**src/rtl/mixer_pkg.sv**
```systemverilog
// Shared types and helpers for the time-multiplexed resistive mixer.
// Weights are Q0.16 conductance ratios; samples are unsigned 16-bit.
package mixer_pkg;

    typedef logic [15:0] sample_t;
    typedef logic [15:0] weight_t;

    typedef enum logic [1:0] {
        IDLE,
        ACCUM,
        NORM
    } state_t;

    localparam logic [15:0] SAT_MAX = 16'hFFFF;

    // Accumulator wide enough that NUM_INPUTS full-scale products never wrap.
    function automatic int acc_width(input int n);
        return 32 + $clog2(n);
    endfunction

endpackage

```
**src/rtl/weighted_accumulator.sv**
```systemverilog
// Registered multiply-add: one 16x16 product folded into a wide
// accumulator per enabled cycle, with synchronous clear.
module weighted_accumulator
    import mixer_pkg::*;
#(
    parameter int AW = 34
) (
    input  logic          clk,
    input  logic          reset,
    input  logic          i_clr,
    input  logic          i_en,
    input  weight_t       i_w,
    input  sample_t       i_s,
    output logic [AW-1:0] o_acc
);

    logic [31:0]   w_prod;
    logic [AW-1:0] r_acc;

    assign w_prod = 32'(i_w) * 32'(i_s);

    always_ff @(posedge clk or posedge reset) begin
        if (reset) begin
            r_acc <= '0;
        end else if (i_clr) begin
            r_acc <= '0;
        end else if (i_en) begin
            r_acc <= r_acc + AW'(w_prod);
        end
    end

    assign o_acc = r_acc;

endmodule

```
**src/rtl/resistive_mixer_sequencer.sv**
```systemverilog
// N-way resistive mixer: snapshots inputs on sample_en, runs one MAC per
// channel on a shared multiplier, then normalises and saturates.
module resistive_mixer_sequencer
    import mixer_pkg::*;
#(
    parameter int      NUM_INPUTS     = 4,
    parameter weight_t DEFAULT_WEIGHT = weight_t'(65535 / NUM_INPUTS)
) (
    input  logic                                clk,
    input  logic                                reset,
    input  logic                                sample_en,
    input  logic [NUM_INPUTS-1:0][15:0]         inputs,
    input  logic                                cfg_we,
    input  logic [$clog2(NUM_INPUTS)-1:0]       cfg_addr,
    input  logic [15:0]                         cfg_wdata,
    output logic [15:0]                         out,
    output logic                                out_valid,
    output logic                                busy,
    output logic                                overrun
);

    localparam int IDXW = $clog2(NUM_INPUTS);
    localparam int AW   = acc_width(NUM_INPUTS);
    localparam logic [IDXW-1:0] LAST_IDX = IDXW'(NUM_INPUTS - 1);

    state_t r_state;
    state_t w_state_nxt;

    logic [IDXW-1:0]              r_idx;
    logic [NUM_INPUTS-1:0][15:0]  r_samp;
    logic [NUM_INPUTS-1:0][15:0]  r_pend;
    logic [NUM_INPUTS-1:0][15:0]  r_act;
    logic [NUM_INPUTS-1:0][15:0]  w_pend_nxt;
    logic [15:0]                  r_out;
    logic                         r_ovr;

    logic          w_accept;
    logic          w_cfg_ok;
    logic          w_en;
    logic [AW-1:0] w_acc;
    logic [AW-1:0] w_shift;
    logic [15:0]   w_sat;

    assign w_accept = sample_en && (r_state == IDLE);
    assign w_cfg_ok = cfg_we && (int'(cfg_addr) < NUM_INPUTS);
    assign w_en     = (r_state == ACCUM);

    // Merge a same-cycle write so an accepted sample sees it in the copy.
    always_comb begin
        w_pend_nxt = r_pend;
        if (w_cfg_ok) begin
            w_pend_nxt[cfg_addr] = cfg_wdata;
        end
    end

    always_comb begin
        w_state_nxt = r_state;
        unique case (r_state)
            IDLE:    if (sample_en) w_state_nxt = ACCUM;
            ACCUM:   if (r_idx == LAST_IDX) w_state_nxt = NORM;
            NORM:    w_state_nxt = IDLE;
            default: w_state_nxt = IDLE;
        endcase
    end

    always_ff @(posedge clk or posedge reset) begin
        if (reset) begin
            r_state <= IDLE;
            r_idx   <= '0;
            r_samp  <= '0;
            r_pend  <= {NUM_INPUTS{DEFAULT_WEIGHT}};
            r_act   <= {NUM_INPUTS{DEFAULT_WEIGHT}};
            r_out   <= '0;
            r_ovr   <= 1'b0;
        end else begin
            r_state <= w_state_nxt;
            r_pend  <= w_pend_nxt;
            r_ovr   <= sample_en && (r_state != IDLE);
            if (w_accept) begin
                r_samp <= inputs;
                r_act  <= w_pend_nxt;
                r_idx  <= '0;
            end else if (r_state == ACCUM) begin
                r_idx <= r_idx + 1'b1;
            end
            if (r_state == NORM) begin
                r_out <= w_sat;
            end
        end
    end

    weighted_accumulator #(
        .AW(AW)
    ) u_mac (
        .clk   (clk),
        .reset (reset),
        .i_clr (w_accept),
        .i_en  (w_en),
        .i_w   (r_act[r_idx]),
        .i_s   (r_samp[r_idx]),
        .o_acc (w_acc)
    );

    assign w_shift = w_acc >> 16;
    assign w_sat   = (w_shift > AW'(SAT_MAX)) ? SAT_MAX : w_shift[15:0];

    // The fresh result is shown during NORM so it lines up with out_valid.
    assign out       = (r_state == NORM) ? w_sat : r_out;
    assign out_valid = (r_state == NORM);
    assign busy      = (r_state != IDLE);
    assign overrun   = r_ovr;

endmodule

```
**config.mk**
```make
export PLATFORM = sky130hd
export DESIGN_NAME = resistive_mixer_sequencer
export DESIGN_NICKNAME = d
export VERILOG_FILES = /design/src/rtl/mixer_pkg.sv /design/src/rtl/weighted_accumulator.sv /design/src/rtl/resistive_mixer_sequencer.sv
export SDC_FILE = /design/constraint.sdc
export NUM_CORES = 1
export LEC_CHECK = 0
export ABC_AREA = 1
export CAP_MARGIN = 10
export CORE_ASPECT_RATIO = 0.8
export CORE_MARGIN = 1.5
export CORE_UTILIZATION = 60
export CTS_BUF_LIST = sky130_fd_sc_hd__clkbuf_2
export DETAILED_ROUTE_END_ITERATION = 12
export DONT_BUFFER_PORTS = 1
export GPL_ROUTABILITY_DRIVEN = 0
export GPL_TIMING_DRIVEN = 0
export PLACE_DENSITY = 0.79
export SKIP_CTS_REPAIR_TIMING = 1
export SLEW_MARGIN = 0
export SYNTH_ARGS = -nofsm -noshare
export SYNTH_HDL_FRONTEND = slang
export SYNTH_SLANG_ARGS = --single-unit
```
**constraint.sdc**
```tcl
create_clock -name clk -period 6.7 [get_ports clk]
set_clock_uncertainty 0.05 [all_clocks]
set_input_delay 0.335 -clock clk [delete_from_list [all_inputs] [get_ports clk]]
set_output_delay 0.335 -clock clk [all_outputs]
set_load 0.03 [all_outputs]
```
==> qor.csv <==
metric,value,unit
slew_headroom,39.56,%
synth_edf_count,0,
critPathTopFamily,adder cells,
synth_cells,2608,
rows,60,
hold_end,r_samp[62],
gr-total-overflow,0,
cap_violations,0,
wirelength,64670,µm
drtIter0Drc,2245,
grt_max_degree,45,
hold_path_depth,3,
h-tree-depth,2,
start_kind,flip-flop,
final.setup.worst_slack,0.05400,ns
finalSetupTns,0,ns
cts.clk_slew.worst_paths,0.11,ns
outcome,"finished, violations left",
violations,negative hold slack,
layout_commonest_cell,nand2_1,
ys_types,35,
ys_warn_count,0,
drv_slew,0,
die_w,211.1,µm
criticalPathCategory,flip-flop to flip-flop,
hpwlAfterDp,45910,µm
final.min_clock_period,6.646,ns
grtUsageTotal,34.00,%
io_buffers,0,
postSynth.asyncResetShare,100.0,%
coreArea,0.03386,mm²
viasPerCell,5.692,
initial_core_util,61.40,%
clock_latency,1.04,ns
pre_cts_slack,-0.03798,ns
first_pass_iters,9,
crit_required,7.58,ns
cp_num_buf_inv,10,
rsz0062_at_grt,yes,
min_from,inputs[62],
wl_per_cell,19.26,µm
regArea,0.006321,mm²
grt_first_pass_wirelength,93660,µm
area_delta_synth_final,15.51,%
vias,19109,
die_area,0.03578,mm²
tightest_slew,0.9066,ns
finalCritPeriodShare,99.19,%
r2r_slack,0.05,ns
rr_endpoint,u_mac.o_acc[26],
cp-end-kind,flip-flop,
ys_seq_elements,247,
drive_gt1_share,12.94,%
cts_tree,built,
max_freq,150.5,MHz
num-fill-cells,2495,
cts_buffer_depth,3,
drc_errors,0,
whs,-0.004550,ns
hold_viol_final,1,
regToRegStartpoint,r_idx[1],
crit_path_max_fanout,10,
fp.dieH,169.5,µm
cp_slowest_cell,fa_1,
final_cell_mix,"nand2_1, inv_1, nor2_1",
grt_pass1_vias,18193,
multi_input_area,0.01212,mm²
setup_viol,0,
grt_antenna_before_repair,3,
syn_avg_cell_area,7.972,µm²
cp.arrival,7.53,ns
layout.nets,3260,
cts_sinks,247,
postRouteAntennaNets,0,
syn_area,0.02079,mm²
crit_top_cell,nand2_1,
synthFlopType,dfrtp_1,
numCtsBuffers,60,
synth-seq-area-share,30.40,%
syn-num-nets,3028,
reg2reg_depth,30,
boundaryPins,105,
cp_slowest_stage_delay,0.53,ns
root_buffer,clkbuf_2,
hold_class,input port to flip-flop,
-- metal layers --
metal / routed length [µm] / GRT usage [%] / vias to the layer above
met3: 9160 / 10.44 / 288
met5: 12 / 0 / -
met4: 2954 / 10.59 / 2
met2: 28310 / 51.63 / 1356
met1: 24230 / 46.95 / 9235
li1: - / - / 8228
-- logic make-up after synthesis --
family | synth area share [%]
flops | 30.40
compound gates | 7.878
fa+ha+maj | 28.26
xor+xnor | 0.08427
simple gates | 20.80
buf+inv | 12.57
-- sequential cells by signal, summed over array words and instances (netlist names) --
name	count
r_state	2
r_act	64
r_idx	2
r_pend	64
overrun	1
r_samp	64
u_mac.o_acc	34
r_out	16
-- cell usage after synthesis (all sizes together), types with 2 or more instances --
| cell | number | area, µm² |
|---|---|---|
| a21oi | 79 | 402.9 |
| a22o | 2 | 17.52 |
| a32oi | 32 | 539.3 |
| and2 | 3 | 18.77 |
| buf | 62 | 405.4 |
| clkbuf | 30 | 112.6 |
| dfrtp | 135 | 3378 |
| dfstp | 112 | 2943 |
| fa | 226 | 4524 |
| ha | 108 | 1351 |
| inv | 557 | 2091 |
| nand2 | 843 | 3164 |
| nand3 | 39 | 195.2 |
| nand4 | 4 | 25.02 |
| nor2 | 233 | 884.6 |
| nor3 | 6 | 30.03 |
| o21ai | 127 | 635.6 |
| o22ai | 2 | 12.51 |
-- worst reg2reg max path, delay by kind of cell (launching register included) --
| kind | cells | cell delay, ns |
|---|---|---|
| flip-flops | 1 | 0.41 |
| AO/OA/AOI/OAI | 2 | 0.63 |
| buffers and inverters | 10 | 1.13 |
| AND/OR/NAND/NOR | 11 | 1.08 |
| adder cells (fa/ha/maj) | 7 | 3.33 |
-- per-stage QoR --
step | util (%) | instance area [µm²] | cells
2_1_floorplan | - | 20790 | 2608
3_3_place_gp | 63.13 | 21380 | 3073
3_5_place_dp | 63.49 | 21500 | 3079
4_1_cts | 65.13 | 22050 | 3191
5_1_grt | 70.93 | 24010 | 3357
6_report | 70.93 | 24010 | 3357
-- layout make-up --
class / instances / area share, %
plain buffers: 92 / 2.423
repair buffers: 170 / 7.273
inverters: 558 / 8.753
flip-flops and latches: 247 / 26.32
well taps: 465 / 2.423
diodes: 2 / 0.02084
multi-input cells: 1711 / 50.47
clock inverters: 19 / 0.3803
clock buffers: 93 / 1.938
-- worst max path at each step --
| stage | cells after the start | start | end | slack, ns |
|---|---|---|---|---|
| CTS | 26 | r_idx[0] | u_mac.o_acc[30] | -0.03 |
| global placement | 29 | r_idx[0] | u_mac.o_acc[31] | 0.02 |
| detailed placement | 26 | r_idx[0] | u_mac.o_acc[30] | -0.04 |
| floorplan | 30 | r_idx[0] | u_mac.o_acc[31] | 0.96 |
| finish | 30 | r_idx[1] | u_mac.o_acc[26] | 0.05 |
| global route | 29 | r_idx[1] | u_mac.o_acc[26] | -0.15 |
Power is left out: the tool's default activity adds up to more than one toggle a clock period on the data nets, which glitch-free logic cannot reach.
